**src/rtl/multicycle_controller_pkg.sv**
```systemverilog
// Shared encodings for the multicycle RV32I controller: FSM states, opcodes,
// ALU control codes and datapath mux selects.
package multicycle_controller_pkg;

  typedef enum logic [3:0] {
    StFetch    = 4'd0,
    StDecode   = 4'd1,
    StMemAdr   = 4'd2,
    StMemRead  = 4'd3,
    StMemWb    = 4'd4,
    StMemWrite = 4'd5,
    StExecR    = 4'd6,
    StExecI    = 4'd7,
    StAluWb    = 4'd8,
    StBeq      = 4'd9,
    StJal      = 4'd10,
    StHalt     = 4'd11
  } state_e;

  localparam logic [6:0] OP_LW  = 7'b0000011;
  localparam logic [6:0] OP_SW  = 7'b0100011;
  localparam logic [6:0] OP_R   = 7'b0110011;
  localparam logic [6:0] OP_I   = 7'b0010011;
  localparam logic [6:0] OP_BEQ = 7'b1100011;
  localparam logic [6:0] OP_JAL = 7'b1101111;

  localparam logic [2:0] ALU_ADD = 3'b000;
  localparam logic [2:0] ALU_SUB = 3'b001;
  localparam logic [2:0] ALU_AND = 3'b010;
  localparam logic [2:0] ALU_OR  = 3'b011;
  localparam logic [2:0] ALU_SLT = 3'b101;

  localparam logic [1:0] ALUOP_ADD   = 2'b00;
  localparam logic [1:0] ALUOP_SUB   = 2'b01;
  localparam logic [1:0] ALUOP_FUNCT = 2'b10;

  localparam logic [1:0] RES_ALUOUT    = 2'b00;
  localparam logic [1:0] RES_DATA      = 2'b01;
  localparam logic [1:0] RES_ALURESULT = 2'b10;

  localparam logic [1:0] SRCA_PC    = 2'b00;
  localparam logic [1:0] SRCA_OLDPC = 2'b01;
  localparam logic [1:0] SRCA_RD1   = 2'b10;

  localparam logic [1:0] SRCB_RD2  = 2'b00;
  localparam logic [1:0] SRCB_IMM  = 2'b01;
  localparam logic [1:0] SRCB_FOUR = 2'b10;

  localparam logic [1:0] IMM_I = 2'b00;
  localparam logic [1:0] IMM_S = 2'b01;
  localparam logic [1:0] IMM_B = 2'b10;
  localparam logic [1:0] IMM_J = 2'b11;

endpackage

```
**src/rtl/multicycle_controller_if.sv**
```systemverilog
// Controller <-> datapath bundle: instruction fields and flags in, selects and enables out.
interface multicycle_controller_if;
  logic [6:0] op;
  logic [2:0] funct3;
  logic       funct7b5;
  logic       zero;
  logic       mem_ready;

  logic       pc_write;
  logic       adr_src;
  logic       mem_write;
  logic       ir_write;
  logic [1:0] result_src;
  logic [1:0] alu_src_a;
  logic [1:0] alu_src_b;
  logic [1:0] imm_src;
  logic       reg_write;
  logic [2:0] alu_control;
  logic       instr_done;
  logic       illegal_op;

  modport master (
    input  op, funct3, funct7b5, zero, mem_ready,
    output pc_write, adr_src, mem_write, ir_write, result_src, alu_src_a, alu_src_b,
           imm_src, reg_write, alu_control, instr_done, illegal_op
  );

  modport slave (
    output op, funct3, funct7b5, zero, mem_ready,
    input  pc_write, adr_src, mem_write, ir_write, result_src, alu_src_a, alu_src_b,
           imm_src, reg_write, alu_control, instr_done, illegal_op
  );
endinterface

```
**src/rtl/multicycle_controller_alu_ctrl_decode.sv**
```systemverilog
// Maps the FSM's alu_op plus funct3/funct7 to the 3-bit ALU control code.
module alu_ctrl_decode
  import multicycle_controller_pkg::*;
(
  input  logic [1:0] alu_op_i,
  input  logic [2:0] funct3_i,
  input  logic       funct7_i,
  output logic [2:0] alu_control_o
);

  always_comb begin
    alu_control_o = ALU_ADD;
    case (alu_op_i)
      ALUOP_ADD: alu_control_o = ALU_ADD;
      ALUOP_SUB: alu_control_o = ALU_SUB;
      ALUOP_FUNCT: begin
        case (funct3_i)
          // funct7_i is already qualified by op[5], so addi cannot subtract
          3'b000:  alu_control_o = funct7_i ? ALU_SUB : ALU_ADD;
          3'b010:  alu_control_o = ALU_SLT;
          3'b110:  alu_control_o = ALU_OR;
          3'b111:  alu_control_o = ALU_AND;
          default: alu_control_o = ALU_ADD;
        endcase
      end
      default: alu_control_o = ALU_ADD;
    endcase
  end

endmodule

```
**src/rtl/multicycle_controller.sv**
```systemverilog
// Control FSM for the multicycle RV32I subset core; sequences one instruction at a
// time over the shared memory port, ALU, PC, IR and register file.
module multicycle_controller
  import multicycle_controller_pkg::*;
#(
  parameter logic [3:0]  RESET_STATE  = 4'd0,
  parameter int unsigned ILLEGAL_TRAP = 0
) (
  input  logic                          clk,
  input  logic                          reset,
  multicycle_controller_if.master       bus
);

  state_e     state_q, state_d;
  logic [1:0] alu_op;
  logic       pc_update;
  logic       branch;
  logic       pc_write_raw, ir_write_raw, mem_write_raw, reg_write_raw;
  logic       instr_done_raw, illegal_op_raw;
  logic       adr_src, result_src_unused;
  logic [1:0] result_src, alu_src_a, alu_src_b, imm_src;
  logic [2:0] alu_control;

  assign result_src_unused = 1'b0;

  always_ff @(posedge clk) begin
    if (reset) begin
      state_q <= state_e'(RESET_STATE);
    end else begin
      state_q <= state_d;
    end
  end

  always_comb begin
    state_d        = state_q;
    alu_op         = ALUOP_ADD;
    pc_update      = 1'b0;
    branch         = 1'b0;
    adr_src        = 1'b0;
    mem_write_raw  = 1'b0;
    ir_write_raw   = 1'b0;
    reg_write_raw  = 1'b0;
    instr_done_raw = 1'b0;
    illegal_op_raw = 1'b0;
    result_src     = RES_ALUOUT;
    alu_src_a      = SRCA_PC;
    alu_src_b      = SRCB_RD2;

    case (state_q)
      StFetch: begin
        alu_src_b    = SRCB_FOUR;
        result_src   = RES_ALURESULT;
        ir_write_raw = bus.mem_ready;
        pc_update    = bus.mem_ready;
        if (bus.mem_ready) state_d = StDecode;
      end
      StDecode: begin
        // Precompute the branch/jump target into ALUOut
        alu_src_a = SRCA_OLDPC;
        alu_src_b = SRCB_IMM;
        case (bus.op)
          OP_LW, OP_SW: state_d = StMemAdr;
          OP_R:         state_d = StExecR;
          OP_I:         state_d = StExecI;
          OP_BEQ:       state_d = StBeq;
          OP_JAL:       state_d = StJal;
          default: begin
            illegal_op_raw = 1'b1;
            state_d        = (ILLEGAL_TRAP != 0) ? StHalt : StFetch;
          end
        endcase
      end
      StMemAdr: begin
        alu_src_a = SRCA_RD1;
        alu_src_b = SRCB_IMM;
        if (bus.op == OP_LW)      state_d = StMemRead;
        else if (bus.op == OP_SW) state_d = StMemWrite;
        else                      state_d = StFetch;
      end
      StMemRead: begin
        adr_src = 1'b1;
        if (bus.mem_ready) state_d = StMemWb;
      end
      StMemWb: begin
        result_src     = RES_DATA;
        reg_write_raw  = 1'b1;
        instr_done_raw = 1'b1;
        state_d        = StFetch;
      end
      StMemWrite: begin
        adr_src       = 1'b1;
        mem_write_raw = 1'b1;
        if (bus.mem_ready) begin
          instr_done_raw = 1'b1;
          state_d        = StFetch;
        end
      end
      StExecR: begin
        alu_src_a = SRCA_RD1;
        alu_op    = ALUOP_FUNCT;
        state_d   = StAluWb;
      end
      StExecI: begin
        alu_src_a = SRCA_RD1;
        alu_src_b = SRCB_IMM;
        alu_op    = ALUOP_FUNCT;
        state_d   = StAluWb;
      end
      StAluWb: begin
        reg_write_raw  = 1'b1;
        instr_done_raw = 1'b1;
        state_d        = StFetch;
      end
      StBeq: begin
        alu_src_a      = SRCA_RD1;
        alu_op         = ALUOP_SUB;
        branch         = 1'b1;
        instr_done_raw = 1'b1;
        state_d        = StFetch;
      end
      StJal: begin
        alu_src_a = SRCA_OLDPC;
        alu_src_b = SRCB_FOUR;
        pc_update = 1'b1;
        state_d   = StAluWb;
      end
      StHalt: state_d = StHalt;
      default: state_d = StFetch;
    endcase
  end

  assign pc_write_raw = pc_update | (branch & bus.zero);

  always_comb begin
    case (bus.op)
      OP_SW:   imm_src = IMM_S;
      OP_BEQ:  imm_src = IMM_B;
      OP_JAL:  imm_src = IMM_J;
      default: imm_src = IMM_I;
    endcase
  end

  alu_ctrl_decode u_alu_ctrl_decode (
    .alu_op_i      (alu_op),
    .funct3_i      (bus.funct3),
    .funct7_i      (bus.op[5] & bus.funct7b5),
    .alu_control_o (alu_control)
  );

  // Reset masks every side-effecting strobe so an abandoned instruction never commits
  assign bus.pc_write    = pc_write_raw   & ~reset;
  assign bus.ir_write    = ir_write_raw   & ~reset;
  assign bus.mem_write   = mem_write_raw  & ~reset;
  assign bus.reg_write   = reg_write_raw  & ~reset;
  assign bus.instr_done  = instr_done_raw & ~reset;
  assign bus.illegal_op  = illegal_op_raw & ~reset & ~result_src_unused;
  assign bus.adr_src     = adr_src;
  assign bus.result_src  = result_src;
  assign bus.alu_src_a   = alu_src_a;
  assign bus.alu_src_b   = alu_src_b;
  assign bus.imm_src     = imm_src;
  assign bus.alu_control = alu_control;

endmodule

```
**src/flat_wrapper.sv**
```systemverilog
// flat-port wrapper written by rule: the top's interface ports become plain ports
module multicycle_controller_flat import multicycle_controller_pkg::*;
#(
  parameter logic [3:0]  RESET_STATE  = 4'd0,
  parameter int unsigned ILLEGAL_TRAP = 0
)
  (clk, reset, bus_op, bus_funct3, bus_funct7b5, bus_zero, bus_mem_ready, bus_pc_write, bus_adr_src, bus_mem_write, bus_ir_write, bus_result_src, bus_alu_src_a, bus_alu_src_b, bus_imm_src, bus_reg_write, bus_alu_control, bus_instr_done, bus_illegal_op);
  multicycle_controller_if bus_i ();
  input  logic clk;
  input  logic reset;
  input wire logic [$bits(bus_i.op)-1:0] bus_op;
  input wire logic [$bits(bus_i.funct3)-1:0] bus_funct3;
  input wire logic [$bits(bus_i.funct7b5)-1:0] bus_funct7b5;
  input wire logic [$bits(bus_i.zero)-1:0] bus_zero;
  input wire logic [$bits(bus_i.mem_ready)-1:0] bus_mem_ready;
  output wire logic [$bits(bus_i.pc_write)-1:0] bus_pc_write;
  output wire logic [$bits(bus_i.adr_src)-1:0] bus_adr_src;
  output wire logic [$bits(bus_i.mem_write)-1:0] bus_mem_write;
  output wire logic [$bits(bus_i.ir_write)-1:0] bus_ir_write;
  output wire logic [$bits(bus_i.result_src)-1:0] bus_result_src;
  output wire logic [$bits(bus_i.alu_src_a)-1:0] bus_alu_src_a;
  output wire logic [$bits(bus_i.alu_src_b)-1:0] bus_alu_src_b;
  output wire logic [$bits(bus_i.imm_src)-1:0] bus_imm_src;
  output wire logic [$bits(bus_i.reg_write)-1:0] bus_reg_write;
  output wire logic [$bits(bus_i.alu_control)-1:0] bus_alu_control;
  output wire logic [$bits(bus_i.instr_done)-1:0] bus_instr_done;
  output wire logic [$bits(bus_i.illegal_op)-1:0] bus_illegal_op;
  assign bus_i.op = bus_op;
  assign bus_i.funct3 = bus_funct3;
  assign bus_i.funct7b5 = bus_funct7b5;
  assign bus_i.zero = bus_zero;
  assign bus_i.mem_ready = bus_mem_ready;
  assign bus_pc_write = bus_i.pc_write;
  assign bus_adr_src = bus_i.adr_src;
  assign bus_mem_write = bus_i.mem_write;
  assign bus_ir_write = bus_i.ir_write;
  assign bus_result_src = bus_i.result_src;
  assign bus_alu_src_a = bus_i.alu_src_a;
  assign bus_alu_src_b = bus_i.alu_src_b;
  assign bus_imm_src = bus_i.imm_src;
  assign bus_reg_write = bus_i.reg_write;
  assign bus_alu_control = bus_i.alu_control;
  assign bus_instr_done = bus_i.instr_done;
  assign bus_illegal_op = bus_i.illegal_op;
  multicycle_controller #(.RESET_STATE(RESET_STATE), .ILLEGAL_TRAP(ILLEGAL_TRAP)) u_core (.clk(clk), .reset(reset), .bus(bus_i));
endmodule
```
**config.mk**
```make
export PLATFORM = sky130hd
export DESIGN_NAME = multicycle_controller_flat
export DESIGN_NICKNAME = d
export VERILOG_FILES = /design/src/rtl/multicycle_controller_pkg.sv /design/src/rtl/multicycle_controller_if.sv /design/src/rtl/multicycle_controller_alu_ctrl_decode.sv /design/src/rtl/multicycle_controller.sv /design/src/flat_wrapper.sv
export SDC_FILE = /design/constraint.sdc
export NUM_CORES = 1
export LEC_CHECK = 0
export BUFFER_PORTS_ARGS = -buffer_cell sky130_fd_sc_hd__clkbuf_2
export CAP_MARGIN = 40
export CORE_UTILIZATION = 40
export CTS_CLUSTER_DIAMETER = 50
export CTS_CLUSTER_SIZE = 25
export DETAILED_ROUTE_END_ITERATION = 7
export PLACE_DENSITY = 0.77
export SYNTH_ARGS = -nofsm -noshare
export SYNTH_HDL_FRONTEND = slang
export SYNTH_SLANG_ARGS = --single-unit
```
**constraint.sdc**
```tcl
create_clock -name clk -period 1.9 [get_ports clk]
set_clock_uncertainty 0.15 [all_clocks]
set_input_delay 0.19 -clock clk [delete_from_list [all_inputs] [get_ports clk]]
set_output_delay 0.19 -clock clk [all_outputs]
set_load 0.02 [all_outputs]
```
==> results.yml, run 1 <==
outcome:
  status: "finished, violations left"
  violations: "DRC"
final_layout:
  syn2layout_area_growth_pct: 58.2
  largest_reg_flops: 4
  drive_above_1_share_pct: 48.3
  top_regs: "u_core.state_q x4"
  largest_register: "u_core.state_q"
  fillers: 119
  nNetsFinal: 168
  antenna_cells: 0
placed_design:
  place_ws_ns: 0.151
  gp_congestion: 0.857
  dp_hpwl_um: 1610
  io_buffers: 32
synthesis:
  synth_xor_area_share_pct: 5.09
  synth_ff_type: "dfxtp_1"
  synthArstFlopShare_pct: 0
  synth.cell_area_sq_um: 688
  syn_nets: 123
  synth_top_area_share_pct: 11.6
  synth-seq-cells: 4
  syn_avg_cell_area_sq_um: 6.49
  synth-edff-count: 0
  yosys.area.top_type: "dfxtp_1"
  synth_simple_gate_area_share_pct: 43.1
  yosys.area_share.adder_pct: 3.64
  synth_mux_area_share_pct: 1.45
  ys_warn_count: 0
  seq_area_frac_synth_pct: 11.6
  synth.area.top_cells: "dfxtp_1 (12%), nor2_1 (7.1%), nor2b_1 (5.5%), nor3_1 (5.1%), nand2b_1 (4.5%)"
  synth_top_family_by_area: "simple AND/OR/NAND/NOR gates"
  synth_compound_area_share_pct: 26.9
  syn_inst: 106
  ys_types: 40
die:
  die_area_sq_mm: 0.00189
  row_count: 14
  die_height_um: 43.5
  initial_core_util_pct: 44.1
  core-area_sq_mm: 0.00156
  die_x_um: 43.5
  pin_count: 33
flow_run:
  max-cap-violations: 0
pwr:
  pwr-share-seq_pct: 25.6
  p_per_area_mw_per_mm2: 318
  ir_drop_mv: 0.202
  p_sw_uw: 126
  p_leak_nw: 0.513
  clockPowerShare_pct: 31.9
  power_uw: 346
  p_comb_share_pct: 42.6
  p_int_uw: 220
  switching_share_pct: 36.5
global_routing:
  grt_pass1_vias: 860
  gr-total-overflow: 0
  antenna_found_initial: 0
  grt_usage_pct: 24.5
  grt_max_degree: 19
  grt_first_pass_wirelength_um: 3560
timing:
  drv_slew: 0
  final-hold-violation-count: 0
  rsz0062_at_grt: "true"
  tightest_slew_ns: 0.292
  worst_slack_ns: 0.00676
  finalSetupViolCount: 0
  fin_crit_sh_pct: 99.6
  fmax_ghz: 0.528
  fin_crit_ns: 1.89
  relSlewSlack_pct: 80.5
  tns_ns: 0
detailed_routing:
  remaining_drc_errors: 6
  via_per_inst: 5.97
  ant_nets: 0
  vias: 985
  drt_wl_total_um: 2410
  drt-initial-drc-count: 53
  drtPass1Iterations: 6
  route.detailed.wl_per_inst_um: 14.6
clock_network:
  cts_made_buffers: 3
  cts_tree: "yes"
  clkTransAtPathRegs_ns: 0.04
  cts_hold_buf: 0
  cts_sinks: 4
  clock_path_buffers: 2
  root_buffer: "clkbuf_4"
  htreeDepth: 1
  worstSkewPairLatency_ns: 0.24
min_path:
  hp-class: "input pin to register"
  hp-start: "bus_op[6]"
worst_setup_path:
  cp.required_ns: 1.56
  start_kind: "register"
  cp_max_fo: 4
  crit_start: "u_core.state_q[2]$_SDFFE_PP0P_"
  worstReg2RegStart: "u_core.state_q[1]$_SDFFE_PP0P_"
  critical_path_arrival_ns: 1.55
  endpoint_kind: "output port"
  worstSetupPathType: "register to output port"
## per-stage QoR
step | util [%] | hold slack [ns] | instance area (sq um) | instances
after CTS | 60.2 | 0.108 | 938 | 156
after global routing | 69.8 | 0.140 | 1090 | 165
after global placement | 57.0 | 0.352 | 888 | 153
after floorplan | - | 0.193 | 702 | 106
final | 69.8 | 0.110 | 1090 | 165
after detailed placement | 57.0 | 0.349 | 888 | 153
## repair_timing
item | 4_1_cts | 5_1_grt
pin swaps | 3 | 4
buffers inserted | 0 | 9
gates resized for setup | 9 | 26
setup endpoints to repair | 6 | 7
## cell type report
type	count	area, sq um	share of cell area, %
flip-flops and latches	4	87.6	8.05
well taps	16	20.0	1.84
repair buffers	46	295	27.1
clock buffers	3	22.5	2.07
multi-input cells	89	637	58.5
inverters	7	26.3	2.41
## Yosys cell counts (2+ instances only)
cell / instances
o21ai_0: 4
dfxtp_1: 4
nor4_1: 2
buf_2: 3
o21ai_1: 2
nand2_1: 4
ha_1: 2
nor3_1: 7
a211oi_1: 4
nor2b_1: 6
or3_1: 4
and3b_1: 2
xor2_1: 2
nand2b_1: 5
xnor2_1: 2
a31oi_1: 2
nor2_1: 13
and3_1: 2
inv_1: 6
nand3_1: 2
o211ai_1: 2
or2_1: 3
a21oi_1: 6
## power by group through the flow
stage          clock (mW)  sequential [mW]  combinational (mW)
2_1_floorplan           0           0.0890              0.0771
3_3_place_gp            0           0.0888               0.122
3_5_place_dp            0           0.0889               0.127
4_1_cts             0.106           0.0877               0.131
5_1_grt             0.119           0.0884               0.160
6_report            0.110           0.0885               0.147
## final timing paths
check,endpoint,slack (ns),cells past startpoint
setup / recovery,bus_alu_control[2],0.007,7
hold / removal,u_core.state_q[3]$_SDFFE_PP0P_,0.11,3
setup reg to reg,u_core.state_q[2]$_SDFFE_PP0P_,0.19,5
hold reg to reg,u_core.state_q[3]$_SDFFE_PP0P_,0.61,5
## critical path: stages, from the launching register on
cell and delay (ns):
dfxtp_2 0.35, nor2b_4 0.19, nand2_2 0.10, inv_2 0.07, ha_2 0.19, nand2_2 0.08
nor3_1 0.14, buf_2 0.19
## cells in the final DEF (no fill, tap or decap), types with 3 or more instances in the layout
| cell type | netlist | routed |
|---|---|---|
| buf_6 | 0 | 4 |
| nand2b_1 | 5 | 3 |
| a21oi_1 | 6 | 6 |
| inv_1 | 6 | 4 |
| clkbuf_4 | 0 | 3 |
| nor3_1 | 7 | 5 |
| clkbuf_2 | 0 | 27 |
| buf_4 | 1 | 12 |
| o21ai_0 | 4 | 4 |
| nor2b_1 | 6 | 5 |
| or3_1 | 4 | 4 |
| dfxtp_2 | 0 | 3 |
| nor2_1 | 13 | 12 |
| inv_2 | 1 | 3 |
| a211oi_1 | 4 | 4 |
## metal layers
metal,vias up,track usage [%],wire length (um)
met2,56,42.4,1240
met1,451,30.3,961
met5,-,0,0
li1,473,-,-
met4,0,9.38,31
met3,5,4.17,168
## cells by family (layout without fill, tap and decap cells)
kind of cell             count (synthesis)  after routing
XOR/XNOR                                 4              4
buffers and inverters                   13             56
flip-flops                               4              4
adder cells (fa/ha/maj)                  2              2
multiplexers                             1              1
AND/OR/NAND/NOR                         54             54
AO/OA/AOI/OAI                           28             28
Power figures use the tool's default switching activity.
==> inputs of run 2 (changes only) <==
PLACE_DENSITY = 0.79   (was 0.77)
clock period = 1.7 ns   (was 1.9 ns; I/O delays follow)
==> run 2 against run 1 <==
The flow finishes with violations (DRC, setup timing). Routed wire length up 30%. Combinational power increased by 31%. Power increased by 22%. Sequential cell count did not move. Core utilization up 13 points. Die area stayed put. Clock power grew 19%. Sequential power increased by 11%. First-iteration DRC count unchanged. Via count up 7.7%. Worst hold slack got worse by 0.012 ns. Cell area rose by 19%. Critical path type unchanged. Largest power group unchanged. Highest routed layer unchanged.
==> results.yml, run 2 (synthesis results as in run 1) <==
worst_setup_path:
  worstReg2RegStart: "u_core.state_q[1]$_SDFFE_PP0P_"
  critical_path_arrival_ns: 1.60
  rr_endpoint: "u_core.state_q[0]$_SDFFE_PP0P_"
  worstSetupPathType: "register to output port"
  rrSetupSlack_ns: 0
  cp.required_ns: 1.38
  endpoint_kind: "output port"
  cp_max_fo: 4
  start_kind: "register"
  reg2regPathDepth: 5
clock_network:
  clkTransAtPathRegs_ns: 0.05
  cts_tree: "yes"
  htreeDepth: 1
  cts_sinks: 4
  root_buffer: "clkbuf_4"
  cts_made_buffers: 3
  clock_path_buffers: 2
  worstSkewPairLatency_ns: 0.25
die:
  initial_core_util_pct: 44.1
  pin_count: 33
  row_count: 14
  die_x_um: 43.5
  core-area_sq_mm: 0.00156
  die_height_um: 43.5
  die_area_sq_mm: 0.00189
pwr:
  p_comb_share_pct: 45.6
  power_uw: 422
  ir_drop_mv: 0.310
  clockPowerShare_pct: 31.2
  p_leak_nw: 0.584
  p_int_uw: 256
  p_sw_uw: 166
  pwr-share-seq_pct: 23.3
  p_per_area_mw_per_mm2: 326
  switching_share_pct: 39.4
global_routing:
  grt_pass1_vias: 984
  grt_first_pass_wirelength_um: 4170
  grtUsageMet1_pct: 31.7
  busiest_layer: "met2"
  grt_usage_pct: 30.3
  use_met3_pct: 5.42
  gr-total-overflow: 0
  antenna_found_initial: 0
  grt_max_degree: 14
  grt_use_met2_pct: 55.5
placed_design:
  io_buffers: 32
  dp_hpwl_um: 1640
  placed_cell_area_sq_um: 986
  gp_congestion: 0.836
outcome:
  status: "finished, violations left"
  violations: "DRC, setup timing"
final_layout:
  fillers: 78
  multiInputGateArea_sq_um: 743
  top_regs: "u_core.state_q x4"
  largest_reg_flops: 4
  regArea_sq_um: 87.6
  syn2layout_area_growth_pct: 88.0
  drive_above_1_share_pct: 56.9
  fin_area_sq_mm: 0.00129
  antenna_cells: 0
  nNetsFinal: 172
  final_cell_mix: "clkbuf_2 (20), buf_4 (16), nor2_1 (10)"
  layout_commonest_cell: "clkbuf_2"
  largest_register: "u_core.state_q"
detailed_routing:
  ant_nets: 0
  remaining_drc_errors: 7
  route.detailed.wl_per_inst_um: 18.5
  via_per_inst: 6.28
  drt_wl_total_um: 3130
  drtPass1Iterations: 7
  drt-initial-drc-count: 53
  vias: 1061
timing:
  rsz0062_at_grt: "true"
  fin_crit_ns: 1.92
  worst_slack_ns: -0.220
  drv_slew: 0
  tightest_slew_ns: 0.328
  relSlewSlack_pct: 78.0
  finalSetupViolCount: 10
  fmax_ghz: 0.521
  fin_crit_sh_pct: 113
  final-hold-violation-count: 0
min_path:
  hp-start: "reset"
  worstHoldEndpoint: "u_core.state_q[1]$_SDFFE_PP0P_"
  hp-class: "input pin to register"
  min_delay_path_depth: 2
flow_run:
  max-cap-violations: 0
[run 2: stage by stage]
stage / hold slack [ns] / worst slack (ns) / TNS, ns / instances / utilization [%]
6_report: 0.0976 / -0.220 / -0.941 / 169 / 83.0
5_1_grt: 0.109 / -0.264 / -1.52 / 169 / 83.0
4_1_cts: 0.0879 / -0.136 / -0.690 / 169 / 76.8
3_5_place_dp: 0.328 / -0.0163 / -0.0163 / 161 / 63.2
3_3_place_gp: 0.324 / 0.0410 / 0 / 161 / 63.2
2_1_floorplan: 0.173 / -0.0989 / -0.163 / 106 / -
[run 2: worst max-delay path, cell delays in order, from the launching register on]
cell and delay [ns]:
dfxtp_2 0.33, nand2b_4 0.14, or2_4 0.27, inv_2 0.07
ha_4 0.20, nor3_4 0.14, clkbuf_8 0.18
[run 2: power groups by stage]
stage | registers, mW | clock network (mW) | logic (mW)
after floorplan | 0.0994 | 0 | 0.0900
after global placement | 0.0998 | 0 | 0.150
after detailed placement | 0.0999 | 0 | 0.153
after CTS | 0.0974 | 0.122 | 0.169
after global routing | 0.0984 | 0.143 | 0.203
final | 0.0981 | 0.131 | 0.192
[run 2: what timing repair did]
action	4_1_cts	5_1_grt
buffers inserted	5	1
setup endpoints to repair	10	14
gates resized for setup	37	27
pin swaps	9	7
hold buffers	0	0
[run 2: cell type report]
| class | instances | area share, % |
|---|---|---|
| Clock buffer | 3 | 1.74 |
| Multi-Input combinational cell | 89 | 57.4 |
| Inverter | 7 | 2.03 |
| Sequential cell | 4 | 6.77 |
| Tap cell | 16 | 1.55 |
| Timing Repair Buffer | 50 | 30.5 |
[run 2: layer usage]
| metal | vias up | wire length (um) |
|---|---|---|
| li1 | 478 | - |
| met1 | 507 | 1150 |
| met2 | 58 | 1620 |
| met3 | 18 | 209 |
| met4 | 0 | 157 |
| met5 | - | 0 |
[run 2: how the worst max path moves through the flow]
stage / endpoint / slack, ns / from / depth (start not counted)
2_1_floorplan: bus_alu_control[1] / -0.1 / u_core.state_q[3]$_SDFFE_PP0P_ / 6
3_3_place_gp: bus_alu_control[1] / 0.04 / u_core.state_q[1]$_SDFFE_PP0P_ / 6
3_5_place_dp: bus_alu_control[1] / -0.02 / u_core.state_q[3]$_SDFFE_PP0P_ / 6
4_1_cts: bus_alu_control[1] / -0.14 / u_core.state_q[2]$_SDFFE_PP0P_ / 6
5_1_grt: bus_alu_control[1] / -0.26 / u_core.state_q[1]$_SDFFE_PP0P_ / 6
6_report: bus_alu_control[1] / -0.22 / u_core.state_q[2]$_SDFFE_PP0P_ / 6
